[src/rtl/maze_episode_controller.sv]
// Episode sequencer for a tabular Q-learning agent walking a square maze.
// Each step reads the current Q row, lets an external selector choose an
// action, computes the move and its reward, and hands the transition to an
// external updater through a valid/ready handshake. Episodes repeat with a
// linearly shrinking exploration threshold until the run is complete.
module maze_episode_controller #(
  parameter int GRID_W       = 4,
  parameter int START_STATE  = 0,
  parameter int GOAL_STATE   = 15,
  parameter int MAX_STEPS    = 64,
  parameter int NUM_EPISODES = 300,
  parameter int EPS_STEP     = 217
) (
  input  logic        clk,
  input  logic        rst,
  input  logic        start,
  output logic [3:0]  q_rd_addr,
  input  logic [63:0] q_rd_data,
  output logic [63:0] q_values,
  output logic [15:0] epsilon,
  output logic        sel_start,
  input  logic [3:0]  action,
  output logic        upd_valid,
  input  logic        upd_ready,
  output logic [3:0]  upd_state,
  output logic [3:0]  upd_action,
  output logic [3:0]  upd_next_state,
  output logic [15:0] upd_reward,
  output logic [3:0]  state,
  output logic [6:0]  step,
  output logic [8:0]  episode,
  output logic        busy,
  output logic        done
);

  localparam logic [3:0]  START_S     = 4'(START_STATE);
  localparam logic [3:0]  GOAL_S      = 4'(GOAL_STATE);
  localparam logic [3:0]  GRID_S      = 4'(GRID_W);
  localparam logic [3:0]  EDGE_IDX    = 4'(GRID_W - 1);
  localparam logic [6:0]  LAST_STEP   = 7'(MAX_STEPS - 1);
  localparam logic [8:0]  LAST_EP     = 9'(NUM_EPISODES - 1);
  localparam logic [15:0] EPS_DEC     = 16'(EPS_STEP);
  localparam logic [15:0] EPS_FULL    = 16'hFFFF;
  localparam logic [15:0] REWARD_WALL = 16'(-10);
  localparam logic [15:0] REWARD_STEP = 16'(-1);
  localparam logic [15:0] REWARD_GOAL = 16'(100);
  localparam int          Q_LANES     = 4;

  typedef enum logic [2:0] {
    S_IDLE, S_READ, S_WAIT, S_SELECT, S_MOVE, S_UPDATE, S_EP_END, S_DONE
  } fsm_t;

  fsm_t        fsm_reg, fsm_next;
  logic [3:0]  state_reg, state_next;
  logic [6:0]  step_reg, step_next;
  logic [8:0]  episode_reg, episode_next;
  logic [15:0] epsilon_reg, epsilon_next;
  logic        sel_start_reg, sel_start_next;
  logic [3:0]  upd_state_reg, upd_state_next;
  logic [3:0]  upd_action_reg, upd_action_next;
  logic [3:0]  upd_next_state_reg, upd_next_state_next;
  logic [15:0] upd_reward_reg, upd_reward_next;
  logic [63:0] q_values_reg;

  logic [3:0]  cur_row, cur_col;
  logic [3:0]  move_next;
  logic [15:0] move_reward;
  logic        move_legal;

  // Move evaluation: decode the chosen action against the current cell;
  // anything that would leave the grid (or an unknown action) stays put.
  always_comb begin
    cur_row     = state_reg / GRID_S;
    cur_col     = state_reg % GRID_S;
    move_legal  = 1'b0;
    move_next   = state_reg;
    move_reward = REWARD_WALL;
    case (upd_action_reg)
      4'd1: if (cur_row != 4'd0) begin
        move_legal = 1'b1;
        move_next  = state_reg - GRID_S;
      end
      4'd2: if (cur_row != EDGE_IDX) begin
        move_legal = 1'b1;
        move_next  = state_reg + GRID_S;
      end
      4'd3: if (cur_col != 4'd0) begin
        move_legal = 1'b1;
        move_next  = state_reg - 4'd1;
      end
      4'd4: if (cur_col != EDGE_IDX) begin
        move_legal = 1'b1;
        move_next  = state_reg + 4'd1;
      end
      default: ;
    endcase
    if (move_legal) begin
      move_reward = (move_next == GOAL_S) ? REWARD_GOAL : REWARD_STEP;
    end
  end

  // Next-state and datapath decisions for the episode sequencer.
  always_comb begin
    fsm_next            = fsm_reg;
    state_next          = state_reg;
    step_next           = step_reg;
    episode_next        = episode_reg;
    epsilon_next        = epsilon_reg;
    sel_start_next      = 1'b0;
    upd_state_next      = upd_state_reg;
    upd_action_next     = upd_action_reg;
    upd_next_state_next = upd_next_state_reg;
    upd_reward_next     = upd_reward_reg;
    case (fsm_reg)
      S_IDLE, S_DONE: begin
        if (start) begin
          step_next      = 7'd0;
          episode_next   = 9'd0;
          state_next     = START_S;
          epsilon_next   = EPS_FULL;
          sel_start_next = 1'b1;
          fsm_next       = S_READ;
        end
      end
      S_READ:   fsm_next = S_WAIT;
      S_WAIT:   fsm_next = S_SELECT;
      S_SELECT: begin
        upd_action_next = action;
        fsm_next        = S_MOVE;
      end
      S_MOVE: begin
        upd_state_next      = state_reg;
        upd_next_state_next = move_next;
        upd_reward_next     = move_reward;
        fsm_next            = S_UPDATE;
      end
      S_UPDATE: begin
        if (upd_ready) begin
          if (upd_next_state_reg == GOAL_S || step_reg == LAST_STEP) begin
            fsm_next = S_EP_END;
          end else begin
            state_next = upd_next_state_reg;
            step_next  = step_reg + 7'd1;
            fsm_next   = S_READ;
          end
        end
      end
      S_EP_END: begin
        if (episode_reg == LAST_EP) begin
          fsm_next = S_DONE;
        end else begin
          // Stepping down by a fixed amount each episode is the same as
          // full-scale minus episode*EPS_STEP modulo 2^16.
          episode_next = episode_reg + 9'd1;
          epsilon_next = epsilon_reg - EPS_DEC;
          state_next   = START_S;
          step_next    = 7'd0;
          fsm_next     = S_READ;
        end
      end
      default: fsm_next = S_IDLE;
    endcase
  end

  // Control and payload registers; reset returns to an idle, full-exploration state.
  always_ff @(posedge clk) begin
    if (rst) begin
      fsm_reg            <= S_IDLE;
      state_reg          <= START_S;
      step_reg           <= 7'd0;
      episode_reg        <= 9'd0;
      epsilon_reg        <= EPS_FULL;
      sel_start_reg      <= 1'b0;
      upd_state_reg      <= 4'd0;
      upd_action_reg     <= 4'd0;
      upd_next_state_reg <= 4'd0;
      upd_reward_reg     <= 16'd0;
    end else begin
      fsm_reg            <= fsm_next;
      state_reg          <= state_next;
      step_reg           <= step_next;
      episode_reg        <= episode_next;
      epsilon_reg        <= epsilon_next;
      sel_start_reg      <= sel_start_next;
      upd_state_reg      <= upd_state_next;
      upd_action_reg     <= upd_action_next;
      upd_next_state_reg <= upd_next_state_next;
      upd_reward_reg     <= upd_reward_next;
    end
  end

  // Q row capture, one 16-bit action value per lane, taken while the
  // memory's registered read data is valid.
  generate
    for (genvar gi = 0; gi < Q_LANES; gi++) begin : g_q_lane
      always_ff @(posedge clk) begin
        if (rst) begin
          q_values_reg[gi*16 +: 16] <= 16'd0;
        end else if (fsm_reg == S_WAIT) begin
          q_values_reg[gi*16 +: 16] <= q_rd_data[gi*16 +: 16];
        end
      end
    end
  endgenerate

  // The address is only presented during READ so the memory sees one access per step.
  assign q_rd_addr      = (fsm_reg == S_READ) ? state_reg : 4'd0;
  assign q_values       = q_values_reg;
  assign epsilon        = epsilon_reg;
  assign sel_start      = sel_start_reg;
  assign upd_valid      = (fsm_reg == S_UPDATE);
  assign upd_state      = upd_state_reg;
  assign upd_action     = upd_action_reg;
  assign upd_next_state = upd_next_state_reg;
  assign upd_reward     = upd_reward_reg;
  assign state          = state_reg;
  assign step           = step_reg;
  assign episode        = episode_reg;
  assign busy           = (fsm_reg != S_IDLE) && (fsm_reg != S_DONE);
  assign done           = (fsm_reg == S_DONE);

endmodule

[config.mk]
export PLATFORM = sky130hd
export DESIGN_NAME = maze_episode_controller
export DESIGN_NICKNAME = d
export VERILOG_FILES = /design/src/rtl/maze_episode_controller.sv
export SDC_FILE = /design/constraint.sdc
export NUM_CORES = 1
export LEC_CHECK = 0
export CAP_MARGIN = 15
export CORE_UTILIZATION = 39
export CTS_CLUSTER_DIAMETER = 80
export CTS_CLUSTER_SIZE = 10
export DETAILED_ROUTE_END_ITERATION = 8
export PLACE_DENSITY = 0.77
export SYNTH_ARGS = -nofsm -noshare
export SYNTH_HDL_FRONTEND = slang
export SYNTH_SLANG_ARGS = --single-unit
[constraint.sdc]
create_clock -name clk -period 1.83 [get_ports clk]
set_clock_uncertainty 0.15 [all_clocks]
set_input_delay 0.366 -clock clk [delete_from_list [all_inputs] [get_ports clk]]
set_output_delay 0.366 -clock clk [all_outputs]
set_load 0.02 [all_outputs]
==> reports/results.txt, run 1 <==
status -> complete, but fails checks
failing checks -> setup timing
ys flop type -> dfxtp_1
DRT antenna net count -> 0
switching pwr -> 1.503 mW
detailed-route wire length -> 16570 um
CP Capture Type -> flip-flop
post-layout min period -> 1.916 ns
R2R depth -> 5
yosys warns -> 0
share of cells above drive strength 1 -> 20.20%
HP Class -> in2reg
critical path class -> reg2reg
FF-to-FF End -> step[5]$_SDFFE_PP0P_
root buffer cell -> clkbuf_16
finished layout cell area -> 8504 um2
DIE AREA -> 13380 um2
clock power share -> 46.1%
final setup violation count -> 22
top achievable clock speed -> 0.5219 GHz
Max-cap violations -> 0
WP data arrival -> 2.12 ns
top cell type's share of synthesized area -> 47.28%
fin. max-slew vios -> 0
DR vias -> 5388
commonest cells in the synthesized netlist -> nand2_1, dfxtp_1, a21oi_1
max reg flops -> 64
Hold Path Origin -> rst
Mapped Cells -> 627
Yosys cell types -> 57
largest net degree at the start of global routing -> 61
logic gate share of total power -> 11.8%
DRC -> 0
CP Launch Type -> flip-flop
crit-path cells -> or4b_4 > nand4_4 > o211ai_4 > or4_4 > a21oi_2
cells taking the most area after synthesis -> dfxtp_1, nand2_1, a21oi_1
Worst Tran Pin Value -> 0.4130 ns
Avg WL per Cell -> 15.59 um
row count -> 41
RSZ-0062 raised after global routing -> yes
post-detail-place hpwl -> 10860 um
Critical Path Fanout Max -> 7
Int Pwr -> 4.857 mW
CP Buf/Inv Count -> 0
number of global-route vias before repair -> 5101
hold buffer count at cts -> 0
Initial Util -> 39.93%
Critical Path RT -> 2.03 ns
worst skew pair latency -> 0.41 ns
count leader, synth -> nand2_1
All-Layer GR Usage -> 23.31%
vias per cell -> 5.069
I/O pin cnt -> 208
# port buffers -> 207
Area after DPL -> 7704 um2
first-pass GRT wire length -> 24220 um
Cell Area, Synth -> 5039 um2
slowest cell delay on critical path -> 0.55 ns
Reg power frac -> 42.1%
P_leak -> 3.659 nW
RR Startpoint -> fsm_reg[2]$_SDFFE_PP0P_
Initial DRT Pass Iterations -> 4
Area Overhead vs Synth -> 68.79%
hold path endpoint -> episode[0]$_SDFFE_PP0P_
clk slew on worst S/H paths -> 0.05 ns
TritonCTS Sinks -> 119
total power per unit cell area -> 747.9 nW/um2
CTS tree -> yes
slowest stage cell, crit path -> or4b_4
sw frac -> 23.63%
Rel. slew slack -> 72.21%
Yosys reg bits -> 119
CTS Buf Count -> 17
Syn Area/Cell -> 8.036 um2
# fillers -> 1047
fin crit share -> 104.7%
Die W -> 115.7 um
CTS Buffer Depth -> 2
Overflow after GRT -> 0
CORE AREA -> 12620 um2
FFs w/ async S/R, synth -> 0%
fin nets -> 956
largest area contributor in the netlist -> dfxtp_1
total power -> 6.360 mW
flop-to-flop setup slack -> -0.09 ns
GPL Wtd Cong -> 0.8740
CTS HTree Levels -> 4
worst vdd ir -> 0.5213 mV
antenna cells -> 0
number of flops mapped to enable cells by yosys -> 0
Final Hold Vio Count -> 0
DR iter-0 viols -> 219
Top delay family on crit path -> simple AND/OR/NAND/NOR gates
Setup WS post-layout -> -0.08609 ns
die outline height -> 115.7 um
hold-critical path depth -> 2
initial antenna violation count -> 0
sequential share of the synthesized area -> 47.28%
syn nets -> 702
==> power groups by stage <==
| stage | clock network (mW) | logic, mW | registers [mW] |
|---|---|---|---|
| floorplan | 0 | 0.254 | 2.78 |
| global placement | 0 | 0.660 | 2.73 |
| detailed placement | 0 | 0.675 | 2.73 |
| CTS | 2.97 | 0.676 | 2.68 |
| global route | 3.09 | 0.798 | 2.68 |
| finish | 2.93 | 0.747 | 2.68 |
==> area by class of cell <==
class	count	area [um2]	area share, %
Clock inverter	5	25.02	0.2942
Sequential cell	119	2415	28.39
Clock buffer	24	491.7	5.782
Tap cell	172	215.2	2.531
Timing Repair Buffer	294	2673	31.43
Inverter	12	50.05	0.5885
Multi-Input combinational cell	437	2635	30.98
==> routing by layer <==
metal / global-route usage [%] / wire (um) / vias up
met5: 0 / 0 / -
met4: 10.17 / 460 / 0
met3: 7.479 / 1153 / 41
met2: 40.84 / 8623 / 202
met1: 25.92 / 6334 / 2531
li1: - / - / 2614
==> placed cells by master (no fill, tap or decap), types with 5 or more instances in the layout <==
| cell | count |
|---|---|
| nor2_1 | 34 |
| nand2_1 | 167 |
| inv_1 | 11 |
| xor2_1 | 12 |
| clkdlybuf4s50_1 | 70 |
| o21ai_0 | 10 |
| nand3_1 | 8 |
| clkinv_2 | 5 |
| buf_4 | 71 |
| mux2i_1 | 10 |
| dfxtp_1 | 107 |
| o21ai_1 | 5 |
| dlygate4sd2_1 | 127 |
| dfxtp_4 | 7 |
| a21oi_1 | 81 |
| or3_1 | 5 |
| buf_6 | 17 |
| o211ai_1 | 7 |
| clkbuf_16 | 18 |
| nand2b_1 | 5 |
| xnor2_1 | 8 |
| dfxtp_2 | 5 |
==> how the worst max path moves through the flow <==
| stage | cells after the start | slack (ns) | endpoint | startpoint |
|---|---|---|---|---|
| 5_1_grt | 7 | -0.15 | epsilon[4]$_SDFFE_PP1P_ | episode[4]$_SDFFE_PP0P_ |
| 3_5_place_dp | 6 | -0.46 | step[5]$_SDFFE_PP0P_ | start |
| 4_1_cts | 4 | -0.07 | busy | fsm_reg[2]$_SDFFE_PP0P_ |
| 3_3_place_gp | 6 | -0.49 | step[5]$_SDFFE_PP0P_ | start |
| 2_1_floorplan | 6 | -0.03 | step[5]$_SDFFE_PP0P_ | fsm_reg[0]$_SDFFE_PP0P_ |
| 6_report | 5 | -0.09 | step[5]$_SDFFE_PP0P_ | fsm_reg[2]$_SDFFE_PP0P_ |
==> what timing repair did <==
| action | CTS | global route |
|---|---|---|
| cloned | 1 | 2 |
| setup endpoints to repair | 215 | 39 |
| gates resized for setup | 185 | 56 |
| pin swaps | 14 | 21 |
| setup buffers | 8 | 7 |
==> stage by stage <==
stage          utilization, %  std cells  hold WS [ns]  TNS (ns)  worst slack [ns]
2_1_floorplan               -        627        0.3182  -0.04639          -0.03234
3_3_place_gp            61.05       1016        0.2907    -9.896           -0.4901
3_5_place_dp            61.05       1016        0.2961    -10.94           -0.4612
4_1_cts                 64.97       1054        0.1288   -0.2638          -0.06956
5_1_grt                 67.39       1063        0.1554    -2.738           -0.1541
6_report                67.39       1063        0.1552   -0.7285          -0.08609
==> logic make-up after synthesis <==
logic type	count (synthesis)	share of synthesized area, %
flip-flops	119	47.28
AND/OR/NAND/NOR	260	22.60
AO/OA/AOI/OAI	142	17.06
multiplexers	10	1.987
XOR/XNOR	21	3.650
adder cells (fa/ha/maj)	3	0.7451
buffers and inverters	72	6.680
(Power assumes the default switching activity.)
==> run 2: changes to the inputs <==
CTS_CLUSTER_DIAMETER = unset   (was 80)
PLACE_DENSITY = 0.75   (was 0.77)
==> run 2 against run 1 <==
The flow still finishes with violations (setup timing); hold slack better by 0.025 ns; combinational power is 6.4% higher; first-iteration DRC count is 75% higher; sequential share of layout area decreased by 0.97 points; clock power increased by 23%; final cell count is 1.4% higher; count of clock-buffer cells in the layout shrank 4; non-clock buffer count is 11 higher; die area is the same; critical path depth increased by 1; register-to-register slack got worse by 0.08 ns.
==> reports/results.txt, run 2 (synthesis gave the netlist of run 1 again) <==
WP data arrival -> 2.19 ns
post-detail-place hpwl -> 11090 um
Worst Tran Pin Value -> 0.3853 ns
Max-cap violations -> 0
number of global-route vias before repair -> 5167
flop-to-flop setup slack -> -0.16 ns
Rel. slew slack -> 74.31%
finished layout cell area -> 8811 um2
clk slew on worst S/H paths -> 0.06 ns
fin nets -> 968
final setup violation count -> 33
WHS -> 0.1802 ns
initial antenna violation count -> 0
max reg flops -> 64
Area Overhead vs Synth -> 74.87%
P_leak -> 3.766 nW
DIE AREA -> 13380 um2
CP Launch Type -> flip-flop
die outline height -> 115.7 um
Placed Cells -> 1021
fin crit share -> 108.8%
fin. max-slew vios -> 0
vias per cell -> 5.135
critical path class -> reg2reg
logic gate share of total power -> 11.3%
largest net degree at the start of global routing -> 61
worst vdd ir -> 0.5762 mV
Setup WS post-layout -> -0.1615 ns
most frequent cells in the layout -> nand2_1, dlygate4sd2_1, dfxtp_1
TritonCTS Sinks -> 119
RSZ-0062 raised after global routing -> yes
detailed-route wire length -> 17330 um
# port buffers -> 207
hold buffer count at cts -> 0
row count -> 41
Critical Path RT -> 2.03 ns
Hold Path Origin -> rst
DR vias -> 5535
RR Startpoint -> fsm_reg[1]$_SDFFE_PP0P_
Int Pwr -> 5.431 mW
Reg power frac -> 37.9%
switching pwr -> 1.632 mW
worst skew pair latency -> 0.41 ns
Non-Filler Instances -> 1078
CTS tree -> yes
status -> complete, but fails checks
DRC -> 0
sw frac -> 23.10%
Area after DPL -> 7729 um2
GPL Wtd Cong -> 0.8499
post-layout min period -> 1.991 ns
root buffer cell -> clkbuf_16
CP Capture Type -> flip-flop
HP Class -> in2reg
CORE AREA -> 12620 um2
Avg WL per Cell -> 16.07 um
Critical Path Fanout Max -> 5
Crit. Startpoint -> fsm_reg[1]$_SDFFE_PP0P_
Initial DRT Pass Iterations -> 5
I/O pin cnt -> 208
CTS Buffer Depth -> 2
DRT antenna net count -> 0
Overflow after GRT -> 0
total power per unit cell area -> 801.6 nW/um2
failing checks -> setup timing
share of cells above drive strength 1 -> 22.41%
DR iter-0 viols -> 384
CTS Buf Count -> 17
antenna cells -> 0
clock power share -> 50.8%
first-pass GRT wire length -> 24560 um
Die W -> 115.7 um
Initial Util -> 39.93%
CTS HTree Levels -> 4
top achievable clock speed -> 0.5021 GHz
most common cell after layout, fill and taps aside -> nand2_1
All-Layer GR Usage -> 23.80%
Final Hold Vio Count -> 0
==> run 2: power groups by stage <==
stage	combinational (mW)	sequential [mW]	clock, mW
after floorplan	0.254	2.78	0
after global placement	0.665	2.73	0
after detailed placement	0.680	2.73	0
after CTS	0.698	2.67	3.64
after global routing	0.843	2.68	3.76
final	0.795	2.68	3.59
==> run 2: worst paths after layout <==
path	end	cells after the start
setup / recovery	step[5]$_SDFFE_PP0P_	6
hold / removal	sel_start$_SDFF_PP0_	2
setup reg to reg	step[5]$_SDFFE_PP0P_	6
hold reg to reg	q_values[43]$_SDFFE_PP0P_	2
==> run 2: layer usage <==
metal  vias to the layer above  wire length, um  track usage, %
met1                      2624             6890           26.65
met5                         -                0               0
li1                       2657                -               -
met2                       231             9020           42.28
met4                         0              226           8.889
met3                        23             1188           7.479
==> run 2: worst max-delay path, cell delays in order (launching register included) <==
cell and delay, ns:
dfxtp_4 0.36, buf_6 0.13, or4b_4 0.50, nand4_4 0.11, o211ai_4 0.11, or4_4 0.44
a21oi_2 0.13
==> run 2: layout make-up <==
class                           count  area, um2
Clock buffer                       20      466.7
Fill cell                         990       3809
Inverter                           12      48.80
Clock inverter                     12      172.7
Sequential cell                   119       2416
Multi-Input combinational cell    438       2674
Tap cell                          172      215.2
Timing Repair Buffer              305       2818
==> run 2: repair_timing <==
item / 4_1_cts / 5_1_grt
gates resized for setup: 195 / 63
setup endpoints to repair: 228 / 106
cloned: 2 / 4
buffers inserted: 6 / 13
pin swaps: 12 / 33
==> run 2: stage by stage <==
stage                     worst slack (ns)  setup TNS (ns)  power (mW)  utilization (%)
after global placement             -0.4927          -13.71       3.393            61.24
after global routing               -0.1970          -4.715       7.286            69.82
after floorplan                   -0.03234        -0.04639       3.036                -
after detailed placement           -0.5269          -17.06       3.411            61.24
final                              -0.1615          -1.986       7.063            69.82
after CTS                          -0.1976          -8.801       7.009            66.74
